File: src/rtl/mac_seq_pkg.sv
// Shared types and widths for the MAC job sequencer.
package mac_seq_pkg;
  localparam int OP_W  = 8;
  localparam int ACC_W = 17;

  typedef enum logic [2:0] {
    IDLE  = 3'd0,
    CLR   = 3'd1,
    RUN   = 3'd2,
    DRAIN = 3'd3,
    DONE  = 3'd4
  } mac_state_e;
endpackage

File: src/rtl/mac_term_counter.sv
// Loadable down-counter tracking the remaining terms of a job; holds at zero.
module mac_term_counter #(
  parameter int LEN_W = 4
) (
  input  logic             clk_i,
  input  logic             reset_i,
  input  logic             load_i,
  input  logic [LEN_W-1:0] len_i,
  input  logic             dec_i,
  output logic             last_o,
  output logic             zero_o
);
  logic [LEN_W-1:0] cnt_q, cnt_d;

  always_comb begin
    cnt_d = cnt_q;
    if (load_i)
      cnt_d = len_i;
    else if (dec_i && !zero_o)
      cnt_d = cnt_q - LEN_W'(1);
  end

  always_ff @(posedge clk_i) begin
    if (reset_i) cnt_q <= '0;
    else         cnt_q <= cnt_d;
  end

  assign zero_o = (cnt_q == '0);
  assign last_o = (cnt_q == LEN_W'(1));
endmodule

File: src/rtl/mac_job_sequencer.sv
// Drives a shared 8x8 multiply / 17-bit accumulate datapath through length-N jobs.
// Optional RUN stall timeout is enabled by defining MAC_TIMEOUT_EN.
module mac_job_sequencer
  import mac_seq_pkg::*;
#(
  parameter int LEN_W = 4
`ifdef MAC_TIMEOUT_EN
  , parameter int TIMEOUT = 64
`endif
) (
  input  logic             clk_i,
  input  logic             reset_i,
  input  logic             cmd_valid_i,
  output logic             cmd_ready_o,
  input  logic [LEN_W-1:0] cmd_len_i,
  input  logic             op_valid_i,
  output logic             op_ready_o,
  input  logic [OP_W-1:0]  op_a_i,
  input  logic [OP_W-1:0]  op_b_i,
  output logic             mac_clr_o,
  output logic             mac_en_o,
  output logic [OP_W-1:0]  mac_a_o,
  output logic [OP_W-1:0]  mac_b_o,
  input  logic [ACC_W-1:0] mac_result_i,
  output logic             res_valid_o,
  input  logic             res_ready_i,
  output logic [ACC_W-1:0] res_data_o,
  output logic             res_ovf_o,
  output logic             res_abort_o
);
  localparam logic [2:0] S_IDLE  = IDLE;
  localparam logic [2:0] S_CLR   = CLR;
  localparam logic [2:0] S_RUN   = RUN;
  localparam logic [2:0] S_DRAIN = DRAIN;
  localparam logic [2:0] S_DONE  = DONE;

  logic [2:0]       state_q, state_d;
  logic             ovf_q, ovf_d;
  logic [ACC_W-1:0] res_data_q, res_data_d;
  logic             load, last, zero;
  logic             cmd_hs;

  assign cmd_ready_o = (state_q == S_IDLE);
  assign cmd_hs      = cmd_valid_i && cmd_ready_o;
  assign op_ready_o  = (state_q == S_RUN) && !zero;
  assign mac_en_o    = op_valid_i && op_ready_o;
  assign mac_clr_o   = (state_q == S_CLR);
  assign mac_a_o     = op_a_i;
  assign mac_b_o     = op_b_i;
  assign res_valid_o = (state_q == S_DONE);
  assign res_data_o  = res_data_q;
  assign res_ovf_o   = ovf_q;
  assign load        = cmd_hs;

  mac_term_counter #(.LEN_W(LEN_W)) u_cnt (
    .clk_i   (clk_i),
    .reset_i (reset_i),
    .load_i  (load),
    .len_i   (cmd_len_i),
    .dec_i   (mac_en_o),
    .last_o  (last),
    .zero_o  (zero)
  );

`ifdef MAC_TIMEOUT_EN
  localparam int STALL_W = $clog2(TIMEOUT + 1);
  logic [STALL_W-1:0] stall_q, stall_d;
  logic               abort_q, abort_d;
  logic               stall_hit;

  // A mac_en cycle always restarts the count, so the abort sees a settled sum.
  assign stall_hit = (state_q == S_RUN) && !mac_en_o &&
                     (stall_q == STALL_W'(TIMEOUT - 1));

  always_comb begin
    stall_d = '0;
    if (state_q == S_RUN && !mac_en_o) stall_d = stall_q + STALL_W'(1);
  end

  always_ff @(posedge clk_i) begin
    if (reset_i) begin
      stall_q <= '0;
      abort_q <= 1'b0;
    end else begin
      stall_q <= stall_d;
      abort_q <= abort_d;
    end
  end

  assign res_abort_o = abort_q;
`else
  assign res_abort_o = 1'b0;
`endif

  always_comb begin
    state_d    = state_q;
    ovf_d      = ovf_q;
    res_data_d = res_data_q;
`ifdef MAC_TIMEOUT_EN
    abort_d    = abort_q;
`endif
    case (state_q)
      S_IDLE: if (cmd_hs) begin
        state_d = S_CLR;
        ovf_d   = 1'b0;
`ifdef MAC_TIMEOUT_EN
        abort_d = 1'b0;
`endif
      end
      S_CLR: state_d = zero ? S_DRAIN : S_RUN;
      S_RUN: begin
        ovf_d = ovf_q | mac_result_i[ACC_W-1];
        if (mac_en_o && last) state_d = S_DRAIN;
`ifdef MAC_TIMEOUT_EN
        else if (stall_hit) begin
          state_d    = S_DONE;
          abort_d    = 1'b1;
          res_data_d = mac_result_i;
        end
`endif
      end
      S_DRAIN: begin
        // Last mac_en landed last cycle, so the datapath sum is final here.
        ovf_d      = ovf_q | mac_result_i[ACC_W-1];
        res_data_d = mac_result_i;
        state_d    = S_DONE;
      end
      S_DONE: if (res_ready_i) state_d = S_IDLE;
      default: state_d = S_IDLE;
    endcase
  end

  always_ff @(posedge clk_i) begin
    if (reset_i) begin
      state_q    <= S_IDLE;
      ovf_q      <= 1'b0;
      res_data_q <= '0;
    end else begin
      state_q    <= state_d;
      ovf_q      <= ovf_d;
      res_data_q <= res_data_d;
    end
  end
endmodule

File: config.mk
export PLATFORM = sky130hd
export DESIGN_NAME = mac_job_sequencer
export DESIGN_NICKNAME = d
export VERILOG_FILES = /design/src/rtl/mac_seq_pkg.sv /design/src/rtl/mac_term_counter.sv /design/src/rtl/mac_job_sequencer.sv
export SDC_FILE = /design/constraint.sdc
export NUM_CORES = 1
export LEC_CHECK = 0
export BUFFER_PORTS_ARGS = -buffer_cell sky130_fd_sc_hd__buf_2
export CORE_MARGIN = 2
export CORE_UTILIZATION = 43
export CTS_BUF_LIST = sky130_fd_sc_hd__clkbuf_2
export DETAILED_ROUTE_END_ITERATION = 10
export PLACE_DENSITY_LB_ADDON = 0.25
export SYNTH_ARGS = -nofsm -noshare
export SYNTH_HDL_FRONTEND = slang
export SYNTH_SLANG_ARGS = --single-unit
File: constraint.sdc
create_clock -name clk_i -period 2.37 [get_ports clk_i]
set_input_delay 0.1185 -clock clk_i [delete_from_list [all_inputs] [get_ports clk_i]]
set_output_delay 0.1185 -clock clk_i [all_outputs]
set_load 0.005 [all_outputs]
==> results of run 1 <==
[routing by layer]
layer | vias to the layer above | wire length (microns) | global-route usage
met5 | - | 0 | 0
met4 | 0 | 50 | 0.08970
met3 | 8 | 171 | 0.04018
met2 | 42 | 1459 | 0.3182
met1 | 537 | 1187 | 0.2048
li1 | 587 | - | -
[flip-flops by register name (all words and copies together), names as in the netlist]
signal	flops
res_data_o	17
res_ovf_o	1
state_q	3
u_cnt.cnt_q	4
[cell type report]
class	instances	area, sq um
clock inverter	1	7.507
tap	31	38.79
timing repair buffer	66	420.4
inverter	6	22.52
clock buffer	3	15.01
fill	261	1184
multi-input combinational	96	545.5
sequential	25	500.5
[tightest hold or removal path: cells and delay by family]
family                 cells  cell delay [ps]
AO/OA/AOI/OAI              1               90
buffers and inverters      2              140
[cells by family (layout without fill, tap and decap cells)]
| kind of cell | after synthesis | after routing | share of synthesized area |
|---|---|---|---|
| AND/OR/NAND/NOR | 61 | 61 | 0.2568 |
| buffers and inverters | 33 | 76 | 0.1547 |
| AO/OA/AOI/OAI | 30 | 30 | 0.1456 |
| flip-flops | 25 | 25 | 0.4044 |
| adder cells (fa/ha/maj) | 2 | 2 | 0.02022 |
| other | 1 | 1 | 0.003030 |
| XOR/XNOR | 1 | 1 | 0.007079 |
| multiplexers | 1 | 1 | 0.008089 |
[timing repair]
| item | in CTS | in global routing |
|---|---|---|
| endpoints found under the hold margin | 18 | 0 |
| resized for setup | 0 | 0 |
| hold buffers | 18 | 0 |
[through the flow]
stage          setup slack, ps  std cells  cell area [sq um]  hold slack, ps  power (mW)
2_1_floorplan            733.3        154               1237           254.5      0.8953
3_3_place_gp             565.0        206               1348           237.0      0.9864
3_5_place_dp             475.2        206               1348           237.0       1.008
4_1_cts                  323.2        228               1550           4.044       1.207
5_1_grt                  151.6        228               1550           3.301       1.288
6_report                 318.4        228               1550           18.62       1.196
[cells in the final DEF, fill, tap and decap left out, types with 2 or more instances in the layout]
| cell type | instances |
|---|---|
| a21oi_1 | 18 |
| a31oi_1 | 2 |
| buf_2 | 48 |
| clkbuf_2 | 3 |
| dfxtp_1 | 25 |
| dlygate4sd3_1 | 18 |
| ha_1 | 2 |
| inv_1 | 6 |
| nand2_1 | 34 |
| nand2b_1 | 4 |
| nand4b_1 | 2 |
| nor2_1 | 3 |
| nor2b_1 | 2 |
| nor3_1 | 3 |
| nor3b_1 | 3 |
| o21ai_0 | 3 |
| or4b_1 | 2 |
[final timing paths]
path,startpoint,to,slack [ps],depth (start not counted)
hold reg to reg,res_data_o[0]$_SDFFE_PP0N_,res_data_o[0]$_SDFFE_PP0N_,470,2
setup reg to reg,u_cnt.cnt_q[0]$_SDFFE_PP0P_,state_q[0]$_SDFFE_PP0P_,410,5
setup / recovery,u_cnt.cnt_q[0]$_SDFFE_PP0P_,op_ready_o,320,5
hold / removal,cmd_len_i[1],u_cnt.cnt_q[1]$_SDFFE_PP0P_,20,3
[power by group through the flow]
stage               sequential, mW  combinational, mW  clock [mW]
global placement             0.588              0.398           0
global route                 0.604              0.489       0.195
floorplan                    0.546              0.350           0
detailed placement           0.594              0.413           0
finish                       0.589              0.436       0.172
CTS                          0.585              0.438       0.184
==> impl_metrics.csv, run 1 <==
group,metric,value,unit
route,vias_per_cell,5.149,
clock_network,clkTransAtPathRegs,250,ps
worst_setup_path,cp_slowest_cell,"nor3b_1",
placed_design,io_buffers,48,
sta,max_freq,487.4,MHz
sta,hold_violations,0,
power_and_ir_drop,p_sw_frac,0.3797,
power_and_ir_drop,switchingPower,0.4543,mW
placed_design,gp_congestion,0.7874,
flow_run,maxCapViolCount,0,
route,dr_total_vias,1174,
die,die_w,57.65,microns
worst_setup_path,endpoint_kind,"output port",
yosys,syn-instance-count,154,
worst_setup_path,cp.arrival,1930,ps
global_routing,grt_pass1_vias,1191,
route,drc,0,
sta,post-route-period-util,0.8657,
clock_network,cts_sinks,25,
yosys,syn_area,1237,sq um
yosys,synth_commonest_cells,"nand2_1, dfxtp_1, a21oi_1, buf_4, clkbuf_1",
cells_and_area,nets,242,
min_path,hold_path.class,"in2reg",
cells_and_area,postLayoutCoreUtil,0.5670,
yosys,synth_top_area_share,0.4044,
power_and_ir_drop,internal_power,0.7421,mW
worst_setup_path,worst-path-buf-inv,2,
die,top_level_ports,82,
clock_network,clock-root-buffer,"clkbuf_2",
placed_design,place_hpwl,1.992,mm
global_routing,antenna_found_initial,0,
die,start_util,0.4526,
clock_network,tritoncts,"done",
clock_network,numCtsBuffers,3,
route,drt_iter0_drc,23,
yosys,synth_edf_count,0,
global_routing,grt_pass1_wl,4.802,mm
yosys,synth_cell_type_count,35,
yosys,ys_async_sr_fraction,0,
sta,setup_viol,0,
die,core-area,2734,sq um
yosys,synth.most_common_cell,"nand2_1",
worst_setup_path,path_class,"reg2out",
sta,finalSetupTns,0,ps
power_and_ir_drop,power_frac_comb,0.364,
power_and_ir_drop,clock_power_share,0.143,
die,dieArea,3323,sq um
worst_setup_path,cp_top_family,"simple AND/OR/NAND/NOR gates",
yosys,synth_area_per_cell,8.035,sq um
cells_and_area,syn2layout_area_growth,25.28,%
outcome,status,"complete, no violations",
worst_setup_path,path_cells,"inv_1, ha_1, nor3b_1, nor3_1, buf_2",
die,row_count,19,
clock_network,htreeDepth,1,
power_and_ir_drop,seq_power_share,0.492,
worst_setup_path,start_kind,"flop",
global_routing,track_usage,0.1808,
clock_network,postCtsSetupBuffers,0,
sta,worst_clock_skew,5.022,ps
power_and_ir_drop,leakagePower,0.6707,nW
sta,finalCriticalPeriod,2052,ps
yosys,ys_ff_latch,25,
yosys,synth_seq_area_share,0.4044,
global_routing,gr-total-overflow,0,
yosys,synthTopCellsByArea,"dfxtp_1, buf_4, nand2_1",
clock_network,clockBufferDepth,2,
sta,rsz0062_at_grt,"false",
die,die_h,57.65,microns
yosys,synth_warnings,0,
worst_setup_path,cp.required,2250,ps
power_and_ir_drop,irDropWorstVdd,569.1,uV
route,postRouteAntennaNets,0,
worst_setup_path,cp_slowest_stage_delay,620,ps
route,routedWlPerCell,12.58,microns
clock_network,clock_latency,350,ps
yosys,synth_nets,198,
power_and_ir_drop,power_density,771.7,nW/um^2
route,drt_first_pass_iters,4,
sta,slew_viol_final,0,
worst_setup_path,worstPathMaxFanout,7,
global_routing,grt_max_degree,26,
yosys,yosysTopAreaCell,"dfxtp_1",
yosys,synthFlopType,"dfxtp_1",
cells_and_area,num_antenna_cells,0,
sta,worst_pin_slew,713.8,ps
route,wl,2.868,mm
cells_and_area,drive_gt1_frac,0.2690,
sta,slew_headroom,0.5231,
Note: power is estimated with default switching activity, not from simulation.
==> run 2, diff against run 1 <==
- SYNTH_HIERARCHICAL: unset -> 1
==> run 2 against run 1 <==
Register-to-register slack worse by 190 ps. Utilization is 1.0 points higher. Clock power is 3% lower. Critical path depth is 3 higher. Sequential share of layout area is 4.3 points lower. Cell count is 6.6% higher. Total power is 24% lower. Non-clock buffer count is 6 higher. Clock-buffer cell count stayed put. Clock skew is 1.5 ps lower. Sequential power is 17% lower. Largest cell class unchanged.
==> impl_metrics.csv, run 2 <==
group,metric,value,unit
placed_design,place_hpwl,2.078,mm
yosys,synth_area_per_cell,9.607,sq um
route,dr_total_vias,1173,
yosys,synthTopCellsByArea,"dfxtp_1, nand2b_1, mux2i_1",
route,routedWlPerCell,12.73,microns
power_and_ir_drop,leakagePower,0.7532,nW
route,drc,0,
global_routing,antenna_found_initial,0,
sta,post-route-period-util,0.9522,
sta,hold_ws,81.88,ps
placed_design,io_buffers,48,
worst_setup_path,worstPathMaxFanout,7,
worst_setup_path,worst-path-buf-inv,4,
clock_network,cts_sinks,25,
clock_network,numCtsBuffers,3,
clock_network,tritoncts,"done",
yosys,synth.most_common_cell,"nand2b_1",
yosys,yosysTopAreaCell,"dfxtp_1",
sta,setup_viol,0,
yosys,synth_nets,193,
placed_design,gp_congestion,0.8390,
sta,finalCriticalPeriod,2257,ps
die,row_count,20,
worst_setup_path,cp.arrival,2140,ps
die,start_util,0.4613,
worst_setup_path,cp_top_family,"simple AND/OR/NAND/NOR gates",
yosys,synth_warnings,6,
route,drt_first_pass_iters,5,
worst_setup_path,cp_slowest_stage_delay,430,ps
cells_and_area,finalNonFillerCells,243,
clock_network,htreeDepth,1,
power_and_ir_drop,power_density,508.7,nW/um^2
min_path,hold_path.class,"in2reg",
worst_setup_path,cp_slowest_cell,"or3b_4",
clock_network,clkTransAtPathRegs,240,ps
cells_and_area,num_antenna_cells,0,
global_routing,gr-total-overflow,0,
yosys,synth_edf_count,0,
yosys,synth_seq_area_share,0.3497,
min_path,holdPathEnd,"state_q[2]$_SDFFE_PP0P_",
cells_and_area,largest_reg_flops,17,
yosys,synthFlopType,"dfxtp_1",
die,top_level_ports,82,
sta,max_freq,443.1,MHz
sta,worst_clock_skew,3.514,ps
worst_setup_path,endpoint_kind,"output port",
yosys,synth_top_area_share,0.3497,
sta,slew_viol_final,0,
worst_setup_path,r2r_end,"u_cnt/cnt_q[1]$_SDFFE_PP0P_",
sta,slew_headroom,0.5954,
die,core-area,3103,sq um
power_and_ir_drop,p_total,0.9114,mW
cells_and_area,fillers,294,
global_routing,grt_pass1_wl,4.491,mm
yosys,ys_async_sr_fraction,0,
route,postRouteAntennaNets,0,
min_path,min-delay-start,"res_ready_i",
cells_and_area,layout_commonest_cell,"buf_2",
cells_and_area,postLayoutCoreUtil,0.5774,
worst_setup_path,cpMostUsedCell,"inv_1",
worst_setup_path,cp.required,2250,ps
die,dieArea,3806,sq um
route,vias_per_cell,4.827,
flow_run,maxCapViolCount,0,
worst_setup_path,reg2reg_from,"u_cnt/cnt_q[0]$_SDFFE_PP0P_",
global_routing,grt_max_degree,46,
yosys,ys_ff_latch,25,
cells_and_area,layout_common_cells,"buf_2, nand2b_1, dfxtp_1, dlygate4sd3_1, mux2i_1",
worst_setup_path,start_kind,"flop",
cells_and_area,syn2layout_area_growth,25.17,%
route,drt_iter0_drc,34,
min_path,hold_depth,3,
worst_setup_path,path_class,"reg2out",
cells_and_area,nets,244,
worst_setup_path,rr_worst_depth,9,
placed_design,dp.cells,218,
yosys,synth_commonest_cells,"nand2b_1, dfxtp_1, mux2i_1, buf_4",
route,wl,3.094,mm
placed_design,dp_slack,109.5,ps
clock_network,clock_latency,340,ps
worst_setup_path,path_cells,"inv_1, ha_2, or3b_4, inv_1, nor4b_2, and2_1, buf_4, buf_2",
sta,worst_pin_slew,606.9,ps
die,die_h,61.70,microns
power_and_ir_drop,irDropWorstVdd,281.2,uV
yosys,syn_area,1431,sq um
die,die_w,61.70,microns
cells_and_area,drive_gt1_frac,0.3266,
sta,hold_violations,0,
global_routing,track_usage,0.1602,
outcome,status,"complete, no violations",
yosys,syn-instance-count,149,
clock_network,clockBufferDepth,2,
sta,setup_ws,113.2,ps
yosys,synth_cell_type_count,33,
worst_setup_path,regToRegSetupSlack,220,ps
global_routing,grt_pass1_vias,1073,
clock_network,clock-root-buffer,"clkbuf_2",
run 2: changes by cell type after synthesis, moves of 17 or more:
cell / previous run / this run
nand2_1: 34 / 3
mux2i_1: 1 / 18
nand2b_1: 4 / 34
a21oi_1: 18 / 0
run 2: per-layer routing:
layer | vias up | global-route usage | part of all wire
met5 | - | 0 | 0
met4 | 0 | 0.06991 | 0.010
met3 | 8 | 0.03106 | 0.065
met2 | 34 | 0.2962 | 0.51
met1 | 547 | 0.1765 | 0.41
li1 | 584 | - | -
run 2: worst max path at each step:
stage / to / cells after the start / startpoint
6_report: mac_en_o / 8 / u_cnt/cnt_q[0]$_SDFFE_PP0P_
3_3_place_gp: u_cnt/cnt_q[3]$_SDFFE_PP0P_ / 9 / u_cnt/cnt_q[0]$_SDFFE_PP0P_
2_1_floorplan: u_cnt/cnt_q[3]$_SDFFE_PP0P_ / 9 / u_cnt/cnt_q[0]$_SDFFE_PP0P_
3_5_place_dp: u_cnt/cnt_q[3]$_SDFFE_PP0P_ / 9 / u_cnt/cnt_q[0]$_SDFFE_PP0P_
5_1_grt: mac_en_o / 8 / u_cnt/cnt_q[0]$_SDFFE_PP0P_
4_1_cts: mac_en_o / 8 / u_cnt/cnt_q[1]$_SDFFE_PP0P_
run 2: worst reg2reg max path, delay by kind of cell (launching register included):
kind / cells / cell delay, ps
and+or+nand+nor: 3 / 670
AOI/OAI and AO/OA: 2 / 440
buffers and inverters: 3 / 400
DFF: 1 / 370
adders and majority gates: 1 / 220
run 2: cells by family (layout without fill, tap and decap cells):
| logic type | Yosys count | in the layout | synth area share |
|---|---|---|---|
| buffers and inverters | 31 | 81 | 0.1495 |
| DFF | 25 | 25 | 0.3497 |
| adders and majority gates | 2 | 2 | 0.01748 |
| other | 1 | 1 | 0.002620 |
| AOI/OAI and AO/OA | 9 | 9 | 0.06731 |
| xor gates and xnor gates | 1 | 1 | 0.006120 |
| and+or+nand+nor | 61 | 61 | 0.2736 |
| muxes | 19 | 19 | 0.1337 |
run 2: what timing repair did:
item                                    4_1_cts  5_1_grt
hold endpoints to repair                     19        1
endpoints found under the setup margin        1        1
setup buffers                                 0        1
gates resized for setup                       2        2
hold buffers                                 19        1
run 2: area by class of cell:
cell class                      count  area, sq um  share of cell area
Clock inverter                      1        5.005            0.002793
Inverter                            5        18.77             0.01047
Tap cell                           44        55.05             0.03073
Timing Repair Buffer               72        470.5              0.2626
Multi-Input combinational cell     93        725.7              0.4050
Clock buffer                        3        15.01            0.008380
Sequential cell                    25        501.7              0.2800
run 2: power breakdown:
group          switching (mW)  total (mW)  internal (mW)
registers              0.0352       0.486          0.451
logic                   0.115       0.259          0.144
clock network           0.128       0.166         0.0383
run 2: metrics by stage:
step                      instance area, sq um  setup TNS, ps
after floorplan                           1431              0
after global placement                    1554              0
after detailed placement                  1554              0
after CTS                                 1772              0
after global routing                      1792         -3.371
final                                     1792              0
